File: src/rtl/spi_byte_sequencer.sv
// Upstream controller for the 8-bit SPI byte engine: feeds TX bytes back-to-back under one CS,
// inserts CS-high gaps between engine runs, and buffers received bytes in a small RX FIFO.
module spi_byte_sequencer #(
    parameter int LEN_W    = 8,
    parameter int RX_DEPTH = 4,
    parameter int GAP_CYC  = 2
) (
    input  logic             I_clk,
    input  logic             I_rst_n,
    input  logic             I_start,
    input  logic [LEN_W-1:0] I_len,
    input  logic             I_tx_valid,
    input  logic [7:0]       I_tx_data,
    output logic             O_tx_ready,
    output logic             O_rx_valid,
    output logic [7:0]       O_rx_data,
    input  logic             I_rx_ready,
    output logic             O_busy,
    output logic             O_done,
    output logic             O_underrun,
    output logic             O_spi_en,
    output logic [7:0]       O_spi_data,
    input  logic             I_spi_tx_done,
    input  logic             I_spi_rx_done,
    input  logic [7:0]       I_spi_rx_data
);

    localparam int PTR_W = $clog2(RX_DEPTH);
    localparam int CNT_W = PTR_W + 1;
    localparam int GAP_W = (GAP_CYC > 1) ? $clog2(GAP_CYC) : 1;

    // A new byte needs one free slot when nothing is in flight, two when the current byte
    // has not been pushed yet.
    localparam logic [CNT_W-1:0] ROOM_IDLE = CNT_W'(RX_DEPTH - 1);
    localparam logic [CNT_W-1:0] ROOM_RUN  = CNT_W'(RX_DEPTH - 2);
    localparam logic [CNT_W-1:0] FIFO_FULL = CNT_W'(RX_DEPTH);
    localparam logic [GAP_W-1:0] GAP_LAST  = GAP_W'(GAP_CYC - 1);

    typedef enum logic [1:0] {
        S_IDLE,
        S_WAIT_TX,
        S_RUN,
        S_GAP
    } state_t;

    state_t           r_state, w_state_nxt;
    logic [LEN_W-1:0] r_remaining, w_remaining_nxt, w_rem_dec;
    logic [GAP_W-1:0] r_gap_cnt, w_gap_cnt_nxt;
    logic             r_spi_en, w_spi_en_nxt;
    logic [7:0]       r_spi_data;
    logic             r_underrun, w_underrun;
    logic             r_last_pending, w_last_tx;
    logic             r_done;
    logic             w_accept;

    logic [7:0]       r_mem [RX_DEPTH];
    logic [PTR_W-1:0] r_wr_ptr, r_rd_ptr;
    logic [CNT_W-1:0] r_rx_count;
    logic             w_push, w_pop, w_rx_valid;

    // NOTE: every signal written here gets a default first, so no path can infer a latch.
    always_comb begin
        w_state_nxt     = r_state;
        w_remaining_nxt = r_remaining;
        w_gap_cnt_nxt   = r_gap_cnt;
        w_spi_en_nxt    = r_spi_en;
        w_accept        = 1'b0;
        w_underrun      = 1'b0;
        w_last_tx       = 1'b0;
        w_rem_dec       = r_remaining - LEN_W'(1);
        case (r_state)
            S_IDLE: begin
                if (I_start && (I_len != '0)) begin
                    w_remaining_nxt = I_len;
                    w_state_nxt     = S_WAIT_TX;
                end
            end
            S_WAIT_TX: begin
                if (I_tx_valid && (r_rx_count <= ROOM_IDLE)) begin
                    w_accept     = 1'b1;
                    w_spi_en_nxt = 1'b1;
                    w_state_nxt  = S_RUN;
                end
            end
            S_RUN: begin
                if (I_spi_tx_done) begin
                    w_remaining_nxt = w_rem_dec;
                    w_last_tx       = (w_rem_dec == '0);
                    if ((w_rem_dec != '0) && I_tx_valid && (r_rx_count <= ROOM_RUN)) begin
                        w_accept = 1'b1;
                    end else begin
                        // Engine still finishes cycle 15 after en drops on this edge.
                        w_spi_en_nxt  = 1'b0;
                        w_state_nxt   = S_GAP;
                        w_gap_cnt_nxt = '0;
                        w_underrun    = (w_rem_dec != '0) && !I_tx_valid;
                    end
                end
            end
            S_GAP: begin
                if (r_gap_cnt == GAP_LAST) begin
                    w_state_nxt = (r_remaining == '0) ? S_IDLE : S_WAIT_TX;
                end else begin
                    w_gap_cnt_nxt = r_gap_cnt + GAP_W'(1);
                end
            end
            default: w_state_nxt = S_IDLE;
        endcase
    end

    // NOTE: sequential state uses non-blocking assignments so all registers update together.
    always_ff @(posedge I_clk or negedge I_rst_n) begin
        if (!I_rst_n) begin
            r_state        <= S_IDLE;
            r_remaining    <= '0;
            r_gap_cnt      <= '0;
            r_spi_en       <= 1'b0;
            r_spi_data     <= '0;
            r_underrun     <= 1'b0;
            r_last_pending <= 1'b0;
            r_done         <= 1'b0;
        end else begin
            r_state     <= w_state_nxt;
            r_remaining <= w_remaining_nxt;
            r_gap_cnt   <= w_gap_cnt_nxt;
            r_spi_en    <= w_spi_en_nxt;
            r_underrun  <= w_underrun;
            r_done      <= I_spi_rx_done && r_last_pending;
            if (w_accept) begin
                r_spi_data <= I_tx_data;
            end
            // The final byte lands in the FIFO one cycle after its tx_done.
            if (w_last_tx) begin
                r_last_pending <= 1'b1;
            end else if (I_spi_rx_done) begin
                r_last_pending <= 1'b0;
            end
        end
    end

    assign w_push     = I_spi_rx_done;
    assign w_rx_valid = (r_rx_count != '0);
    assign w_pop      = w_rx_valid && I_rx_ready;

    always_ff @(posedge I_clk or negedge I_rst_n) begin
        if (!I_rst_n) begin
            r_wr_ptr   <= '0;
            r_rd_ptr   <= '0;
            r_rx_count <= '0;
        end else begin
            if (w_push) begin
                r_wr_ptr <= r_wr_ptr + PTR_W'(1);
            end
            if (w_pop) begin
                r_rd_ptr <= r_rd_ptr + PTR_W'(1);
            end
            case ({w_push, w_pop})
                2'b10:   r_rx_count <= r_rx_count + CNT_W'(1);
                2'b01:   r_rx_count <= r_rx_count - CNT_W'(1);
                default: r_rx_count <= r_rx_count;
            endcase
        end
    end

    // NOTE: storage is deliberately not reset; the count gates the output instead.
    always_ff @(posedge I_clk) begin
        if (w_push) begin
            r_mem[r_wr_ptr] <= I_spi_rx_data;
        end
    end

    a_no_push_when_full: assert property (@(posedge I_clk) disable iff (!I_rst_n)
        !(w_push && (r_rx_count == FIFO_FULL)));

    assign O_tx_ready = w_accept;
    assign O_rx_valid = w_rx_valid;
    assign O_rx_data  = w_rx_valid ? r_mem[r_rd_ptr] : 8'h00;
    assign O_busy     = (r_state != S_IDLE);
    assign O_done     = r_done;
    assign O_underrun = r_underrun;
    assign O_spi_en   = r_spi_en;
    assign O_spi_data = r_spi_data;

endmodule

File: config.mk
export PLATFORM = sky130hd
export DESIGN_NAME = spi_byte_sequencer
export DESIGN_NICKNAME = d
export VERILOG_FILES = /design/src/rtl/spi_byte_sequencer.sv
export SDC_FILE = /design/constraint.sdc
export NUM_CORES = 1
export LEC_CHECK = 0
export ABC_CLOCK_PERIOD_IN_PS = 2800
export BUFFER_PORTS_ARGS = -buffer_cell sky130_fd_sc_hd__buf_2
export CAP_MARGIN = 20
export CORE_UTILIZATION = 30
export CTS_CLUSTER_SIZE = 30
export DETAILED_ROUTE_END_ITERATION = 10
export PLACE_DENSITY = 0.57
export SYNTH_ARGS = -nofsm -noshare
export SYNTH_HDL_FRONTEND = slang
export SYNTH_SLANG_ARGS = --single-unit
File: constraint.sdc
create_clock -name I_clk -period 2.8 [get_ports I_clk]
set_clock_uncertainty 0.2 [all_clocks]
set_input_delay 0.28 -clock I_clk [delete_from_list [all_inputs] [get_ports I_clk]]
set_output_delay 0.28 -clock I_clk [all_outputs]
set_load 0.02 [all_outputs]
=== After elaboration in Yosys (flattened, before gate mapping) ===
Memory sizes are Yosys's and may differ from the RTL's.
Index checks and enable logic that the tools add are counted.

* Register bits: 30
* Bits in writable memories: 32
* Memories: 1
* Word-level logic and storage cells: 85

* Eq/ne operators: 10
* Mux-type cells: 31
* $lt $le $gt $ge: 2
* Reduce and logical (&&, ||, !) cells: 24
* Add/sub/neg operators: 6

{| class="wikitable"
|+ Memory list
! name !! depth !! width !! read ports !! clocked after Yosys merged registers in !! wr ports !! RTL line !! text
|-
| r_mem || 4 || 8 || 1 || 0 || 1 || 56 || <nowiki>logic [7:0] r_mem [RX_DEPTH];</nowiki>
|}

{| class="wikitable"
|+ Operator list
! operator !! number
|-
| $mux W8 || 3
|-
| $mux W1 || 17
|-
| $logic_not A8 Y1 || 2
|-
| $pmux W8 S2 || 1
|-
| $reduce_bool A8 Y1 || 2
|-
| $reduce_bool A2 Y1 || 6
|-
| $mux W2 || 5
|-
| $ne A2 B2 Y1 const B || 5
|-
| $pmux W2 S4 || 1
|-
| $sub A8 B1 Y8 const B || 1
|-
| $logic_and A1 B1 Y1 || 7
|-
| $eq A2 B2 Y1 const B || 3
|-
| $le A3 B2 Y1 const B || 2
|-
| $pmux W1 S2 || 3
|-
| $pmux W3 S2 || 1
|-
| $reduce_and A3 Y1 || 2
|-
| $reduce_and A5 Y1 || 1
|-
| $add A2 B1 Y2 const B || 2
|-
| $eq A2 B1 Y1 const B || 2
|-
| $reduce_and A4 Y1 || 1
|-
| $add A3 B1 Y3 const B || 1
|-
| $reduce_bool A3 Y1 || 1
|-
| $sub A3 B1 Y3 const B || 1
|-
| $logic_not A2 Y1 || 1
|-
| other kinds (2) || 2
|}

=== Longest topological paths before layout ===
Gate-level depths: netlist (run 1).

* Depth after elaboration: 7
* Mapped depth: 9

=== Worst setup path before layout (run 1) ===
No wires, ideal clock.

* Kind: register to register
* Start point: register r_remaining[0]
* End point: register r_spi_data[0], in the netlist O_spi_data[0]
* Stages on the path, launching flop included: 9
* Data arrival time: 2.305 ns
* Path slack: 0.170 ns
* Clock period less this slack: 2.630 ns
* Cells stage by stage: dfrtp_1 > inv_1 > ha_1 > clkbuf_1 > nor4_1 > a311oi_2 > a21boi_2 > o31ai_4 > mux2_2

* Longest elaborated chain between the ends: 7

{| class="wikitable"
|+ RTL lines
! what !! RTL line !! text
|-
| start, declared || 47 || <nowiki>logic [LEN_W-1:0] r_remaining, w_remaining_nxt, w_rem_dec;</nowiki>
|-
| start signal, assigned || 124 || <nowiki>r_remaining <= w_remaining_nxt;</nowiki>
|-
| $sub A8 B1 Y8 || 70 || <nowiki>w_rem_dec = r_remaining - LEN_W'(1);</nowiki>
|-
| $reduce_bool A8 Y1 || 89 || <nowiki>if ((w_rem_dec != '0) && I_tx_valid && (r_rx_count <= ROOM_RUN)) begin</nowiki>
|-
| $logic_and A1 B1 Y1 (2 in a row) || 89 ||
|-
| $mux W1 || 89 ||
|-
| $mux W1 || 86 || <nowiki>if (I_spi_tx_done) begin</nowiki>
|-
| $pmux W1 S2 || 71 || <nowiki>case (r_state)</nowiki>
|-
| via O_tx_ready || 14 || <nowiki>output logic O_tx_ready,</nowiki>
|-
| end signal, assigned || 130 || <nowiki>r_spi_data <= I_tx_data;</nowiki>
|-
| end, declared || 50 || <nowiki>logic [7:0] r_spi_data;</nowiki>
|}

The timed path passes the listed nets, and every way through them passes these cells.
A chain may end at the register's enable or synchronous reset.

=== Final worst setup path (run 1) ===
* Start point: register r_remaining[1]
* End point: output O_tx_ready

* Longest elaborated chain between the ends: 7

{| class="wikitable"
|+ RTL lines
! what !! RTL line
|-
| $sub A8 B1 Y8 || 70
|-
| $reduce_bool A8 Y1 || 89
|-
| $logic_and A1 B1 Y1 (2 in a row) || 89
|-
| $mux W1 || 89
|-
| $mux W1 || 86
|-
| $pmux W1 S2 || 71
|-
| end, declared || 14
|}

Every way passes these cells.

==> impl_metrics.json, run 1 <==
{
  "path_delay_family": "simple AND/OR/NAND/NOR gates",
  "rows": 35,
  "grt_max_degree": 31,
  "overflow": 0,
  "grt_pass1_vias": 2056,
  "crit_buf_inv": 2,
  "yosysTopAreaCell": "edfxtp_1",
  "portBuffers": 52,
  "placed_cells": 407,
  "gr-usage-all-layers": 0.133,
  "final_area_mm2": 0.00386,
  "final_util": 0.410,
  "routabilityCongestion": 0.771,
  "ys.flop_type": "edfxtp_1",
  "antenna_left": 0,
  "power_density_mw_per_mm2": 1060,
  "crit_required_ps": 2320,
  "cts_root_buf": "clkbuf_8",
  "worst_slack_ps": 54.7,
  "critPathMaxFanout": 3,
  "vias": 2056,
  "dpl_cell_area_mm2": 0.00341,
  "clockBufferDepth": 2,
  "rsz0062_at_grt": "true",
  "path_cells": "inv_2 > ha_1 > or3b_4 > or3_1 > o22ai_2 > a21boi_4 > o31ai_4 > buf_6",
  "cts_made_buffers": 9,
  "final_cells": 448,
  "worstSkewPairLatency_ps": 330,
  "synthTopCellsByArea": "edfxtp_1 (32%), dfrtp_1 (25%), mux4_2 (6.1%)",
  "slowest_stage": "dfrtp_1",
  "p_leak_nw": 1.56,
  "path_clk_slew_ps": 80,
  "routed_wl_um": 6280,
  "min_path_cells": 2,
  "grt_pass1_wl_um": 10300,
  "drive_above_1_share": 0.335,
  "wire_per_inst_um": 14.0,
  "hold_path.startpoint": "I_spi_rx_done",
  "n_antenna_cell": 0,
  "drv_cap": 0,
  "reg2reg_to": "O_spi_data[7]",
  "dp_hpwl_um": 4310,
  "reg2regPathDepth": 9,
  "antenna_found_initial": 0,
  "ir_worst_vdd_mv": 0.367,
  "hold_end": "r_wr_ptr[0]",
  "worstSetupPathType": "flip-flop to primary output",
  "rrSetupSlack_ps": 200,
  "synth.distinct_cells": 47,
  "synthCells": 228,
  "syn_nets": 272,
  "post-route-period-util": 0.980,
  "drc": 0,
  "pre_cts_slack_ps": 190,
  "dieArea_mm2": 0.0103,
  "vias_per_cell": 4.59,
  "holdCritPathClass": "input pin to flip-flop",
  "cp_slowest_stage_delay_ps": 390,
  "yosys_warnings": 0,
  "drt_first_pass_iters": 4,
  "h-tree-depth": 3,
  "cts_tree": "done",
  "maxSlewHeadroom": 0.528,
  "avgSynthCellArea_um2": 13.0,
  "ys_ff_latch": 62,
  "maxSlewViolCount": 0,
  "status": "complete, no violations",
  "start_util": 0.315,
  "die_y_um": 101,
  "cp-end-kind": "primary output",
  "cts.sink_count": 62,
  "die_width_um": 101,
  "crit_path_start_kind": "flip-flop",
  "synth_top_area_frac": 0.324,
  "layout.nets": 358,
  "min_period_ps": 2750,
  "whs_ps": 27.2,
  "area_growth_pct": 30.0,
  "top_level_ports": 53,
  "syn_area_mm2": 0.00297,
  "setup_viol_count_final": 0,
  "fmax_mhz": 364,
  "synth_edf_count": 32,
  "arrival_ps": 2270,
  "drt_iter0_drc": 71,
  "hold_viol": 0,
  "synth-seq-area-share": 0.577,
  "worst_pin_slew_ps": 709,
  "async_flop_share": 0.484,
  "coreArea_mm2": 0.00942,
  "r2r_start": "r_remaining[1]"
}
timing repair:
action                                 CTS  global route
endpoints found under the hold margin   71             0
hold buffers                            18             0
cloned                                   0             0
setup endpoints to repair                1             1
pin swaps                                1             4
resized for setup                        2             7
buffers inserted                         3             4
sequential cells by signal (all words and copies together) (netlist names):
name            count
r_mem              32
O_spi_data          8
r_remaining         8
r_rx_count          3
r_rd_ptr            2
r_state             2
r_wr_ptr            2
O_done              1
O_spi_en            1
O_underrun          1
r_gap_cnt           1
r_last_pending      1
stage by stage:
stage                     power, W  setup TNS, ps
final                      0.00407              0
after detailed placement   0.00330              0
after floorplan            0.00274              0
after global routing       0.00438          -25.8
after CTS                  0.00407              0
after global placement     0.00325              0
how the worst max path moves through the flow:
stage	depth (start not counted)	end	start
after floorplan	8	O_spi_data[0]	r_remaining[0]
after global placement	8	O_tx_ready	r_remaining[1]
after detailed placement	7	O_tx_ready	r_remaining[0]
after CTS	8	O_tx_ready	r_remaining[0]
after global routing	8	O_tx_ready	r_remaining[1]
final	8	O_tx_ready	r_remaining[1]
cell usage in the layout (no fill, tap or decap), types with 8 or more instances in the layout:
master	netlist	routed
edfxtp_1	32	32
mux4_2	8	8
mux2_2	8	8
buf_4	0	14
and2_1	14	14
dlygate4sd3_1	0	18
nand2_1	13	13
dfrtp_1	30	29
o21ai_0	10	10
a21oi_1	8	8
buf_2	0	51
inv_1	15	14
clkbuf_8	0	9
ha_1	12	11
nor2_1	12	12
layout make-up:
| type | instances | area [um^2] |
|---|---|---|
| sequential | 62 | 1710 |
| clock buffer | 9 | 124 |
| timing repair buffer | 84 | 552 |
| fill | 893 | 5560 |
| tap | 129 | 161 |
| inverter | 15 | 56.3 |
| multi-input combinational | 142 | 1190 |
| clock inverter | 7 | 56.3 |
cell usage after synthesis (4+ instances only):
cell      instances
inv_1            15
nor2_1           12
nor3_1            5
o21ai_0          10
a21oi_1           8
o22a_1            5
mux2_2            8
nor4_1            4
or3_1             4
clkbuf_1          8
dfrtp_1          30
nand2_1          13
and2_1           14
edfxtp_1         32
xor2_1            5
mux4_2            8
ha_1             12
power by group:
part | internal [W] | switching [W] | total [W]
sequential | 0.00126 | 0.000247 | 0.00151
clock | 0.000329 | 0.000386 | 0.000715
combinational | 0.000839 | 0.00101 | 0.00185
total | 0.00243 | 0.00164 | 0.00407
cells by family (layout without fill, tap and decap cells):
family | Yosys count | in the layout | synth area share
AOI/OAI and AO/OA | 41 | 41 | 0.100
xor gates and xnor gates | 7 | 7 | 0.0207
adders and majority gates | 13 | 13 | 0.0574
buffers and inverters | 24 | 115 | 0.0304
DFF | 62 | 62 | 0.577
muxes | 17 | 17 | 0.0949
and+or+nand+nor | 64 | 64 | 0.119
metal layers:
metal | track usage | part of all wire
met1 | 0.175 | 0.47
met2 | 0.210 | 0.48
met3 | 0.0407 | 0.038
met4 | 0.0401 | 0.011
met5 | 0 | 0
(Power assumes the default switching activity.)
==> inputs of run 2 (changes only) <==
--- a/config.mk
+++ b/config.mk
@@ -5,13 +5,14 @@
 export SDC_FILE = /design/constraint.sdc
 export NUM_CORES = 1
 export LEC_CHECK = 0
+export ABC_AREA = 1
 export ABC_CLOCK_PERIOD_IN_PS = 2800
 export BUFFER_PORTS_ARGS = -buffer_cell sky130_fd_sc_hd__buf_2
 export CAP_MARGIN = 20
-export CORE_UTILIZATION = 30
+export CORE_UTILIZATION = 35
 export CTS_CLUSTER_SIZE = 30
 export DETAILED_ROUTE_END_ITERATION = 10
-export PLACE_DENSITY = 0.57
+export PLACE_DENSITY = 0.63
 export SYNTH_ARGS = -nofsm -noshare
 export SYNTH_HDL_FRONTEND = slang
 export SYNTH_SLANG_ARGS = --single-unit
==> run 2 against run 1 <==
Compared with the run above: total power increased by 2.2%; global-route usage increased by 2.5 points; first-iteration DRC count increased by 69%; setup slack improved by 64 ps; hold slack got worse by 17 ps; combinational power increased by 3%; register-to-register slack improved by 390 ps; area after synthesis increased by 2.5%; largest cell class unchanged.
==> impl_metrics.json, run 2 <==
{
  "gr-usage-all-layers": 0.158,
  "fin_setup_tns_ps": 0,
  "rrSetupSlack_ps": 590,
  "h-tree-depth": 3,
  "rows": 33,
  "power_density_mw_per_mm2": 1100,
  "cts.sink_count": 62,
  "wire_per_inst_um": 13.1,
  "critPathMaxFanout": 9,
  "routed.top_layer": "met4",
  "synthCells": 312,
  "layout.cells.most_common": "buf_2",
  "n_antenna_cell": 0,
  "syn_nets": 356,
  "ys.flop_type": "edfxtp_1",
  "grt_max_degree": 31,
  "path_clk_slew_ps": 80,
  "antenna_left": 0,
  "routed_wl_um": 6540,
  "drive_above_1_share": 0.237,
  "vias": 2381,
  "status": "complete, no violations",
  "min_path_cells": 3,
  "cts_tree": "done",
  "drt_iter0_drc": 120,
  "rsz0062_at_grt": "false",
  "synth.distinct_cells": 33,
  "coreArea_mm2": 0.00830,
  "dr_wl_met2_um": 3170,
  "worstSkewPairLatency_ps": 350,
  "avgSynthCellArea_um2": 9.75,
  "yosysTopAreaCell": "edfxtp_1",
  "overflow": 0,
  "dieArea_mm2": 0.00907,
  "cts_made_buffers": 9,
  "top_level_ports": 53,
  "synth_common_cells": "nor2_1 (49), nand2_1 (47), edfxtp_1 (32)",
  "r2r_start": "r_state[0]",
  "fmax_mhz": 373,
  "p_leak_nw": 1.73,
  "hold_end": "r_remaining[4]",
  "dp_hpwl_um": 4560,
  "layout.nets": 432,
  "largest_register": "r_mem",
  "die_y_um": 95.2,
  "grt_pass1_vias": 2316,
  "ys_ff_latch": 62,
  "fillCellCount": 786,
  "setup_viol_count_final": 0,
  "die_width_um": 95.2,
  "start_util": 0.367,
  "crit_path_start_kind": "flip-flop",
  "postCtsSetupBuffers": 0,
  "reg2regPathDepth": 8,
  "yosys_warnings": 0,
  "maxSlewHeadroom": 0.549,
  "worstSetupPathType": "flip-flop to primary output",
  "area_growth_pct": 24.8,
  "worst_pin_slew_ps": 676,
  "synth_edf_count": 32,
  "wirelength_met1_um": 2960,
  "hold_path.startpoint": "I_len[4]",
  "synth-seq-area-share": 0.563,
  "reg2reg_to": "r_remaining[5]",
  "synth_top_area_frac": 0.316,
  "syn_area_mm2": 0.00304,
  "drc": 0,
  "ir_worst_vdd_mv": 0.571,
  "arrival_ps": 2200,
  "synthTopCellsByArea": "edfxtp_1 (32%), dfrtp_1 (25%), nor2_1 (6.0%)",
  "largest_register_ffs": 32,
  "async_flop_share": 0.484,
  "synth.most_common_cell": "nor2_1",
  "whs_ps": 10.3,
  "min_period_ps": 2680,
  "crit_required_ps": 2320,
  "routabilityCongestion": 0.829,
  "post-route-period-util": 0.958,
  "cp-end-kind": "primary output",
  "layout_common_cells": "buf_2 (52), nor2_1 (49), nand2_1 (47)",
  "holdCritPathClass": "input pin to flip-flop",
  "drv_cap": 0,
  "vias_per_cell": 4.78,
  "hold_viol": 0,
  "antenna_found_initial": 0,
  "portBuffers": 52,
  "wl_met3_um": 356,
  "clockBufferDepth": 2,
  "maxSlewViolCount": 0,
  "cts_root_buf": "clkbuf_8",
  "grt_pass1_wl_um": 10700,
  "drt_first_pass_iters": 4
}
==> run 2: cell types whose count changed after synthesis, sizes merged, moves of 4 or more <==
cell | before | now
mux4 | 8 | 0
nor4 | 5 | 0
clkbuf | 8 | 4
nor2 | 12 | 53
nor3 | 5 | 1
inv | 15 | 33
o21ai | 11 | 35
o22a | 5 | 0
mux2 | 9 | 0
or3 | 4 | 0
and2 | 14 | 0
nand3 | 1 | 23
nand2 | 13 | 53
==> run 2: power by group <==
| group | total (W) | leakage [nW] | internal (W) | switching, W |
|---|---|---|---|---|
| registers | 0.00151 | 0.664 | 0.00125 | 0.000254 |
| logic | 0.00190 | 0.967 | 0.000682 | 0.00122 |
| clock network | 0.000754 | 0.100 | 0.000409 | 0.000345 |
| total | 0.00416 | 1.73 | 0.00235 | 0.00182 |
==> run 2: worst max-delay path, stage by stage, from the launching register on <==
cell and delay [ps]:
dfrtp_1 400, bufinv_8 210, ha_2 240, xnor2_2 140, nand3_1 120, nor2_2 130
nand3_2 140, nand3_2 110, nand2_4 100, nand2_8 100, inv_2 30, buf_2 140
==> run 2: timing repair <==
action                                  in CTS  in global routing
hold buffers                                18                  0
resized for setup                            0                  2
endpoints found under the setup margin       0                  1
endpoints found under the hold margin       71                  0
==> run 2: worst max path at each step <==
stage                        start       endpoint  slack [ps]
finish              r_remaining[0]     O_tx_ready         120
global placement    r_remaining[0]     O_tx_ready         550
detailed placement  r_remaining[0]     O_tx_ready         390
global route        r_remaining[0]     O_tx_ready          10
floorplan            r_rx_count[1]  r_rx_count[1]         550
CTS                 r_remaining[0]     O_tx_ready         0.5
==> run 2: kinds of logic after synthesis <==
kind of cell / share of synthesized area
fa+ha+maj: 0.0559
simple gates: 0.203
compound gates: 0.104
flops: 0.563
xor+xnor: 0.0144
buf+inv: 0.0596
==> run 2: metrics by stage <==
step	power (W)	util	worst slack (ps)	instances	cell area [um^2]
floorplan	0.00286	-	548	312	3040
global route	0.00448	0.457	10.9	498	3800
CTS	0.00418	0.456	0.483	498	3790
global placement	0.00335	0.412	550	464	3420
detailed placement	0.00339	0.412	390	464	3420
finish	0.00416	0.457	119	498	3800
==> run 2: layout make-up <==
class / instances / area, um^2 / share of cell area
sequential: 62 / 1710 / 0.451
clock buffer: 10 / 128 / 0.0336
multi-input combinational: 208 / 1160 / 0.305
clock inverter: 6 / 62.6 / 0.0165
inverter: 34 / 141 / 0.0372
timing repair buffer: 73 / 463 / 0.122
tap: 105 / 131 / 0.0346
==> run 2: layer usage <==
metal	track usage	vias to the layer above
li1	-	1191
met2	0.272	72
met1	0.192	1111
met3	0.0518	7
met4	0.0341	0
met5	0	-
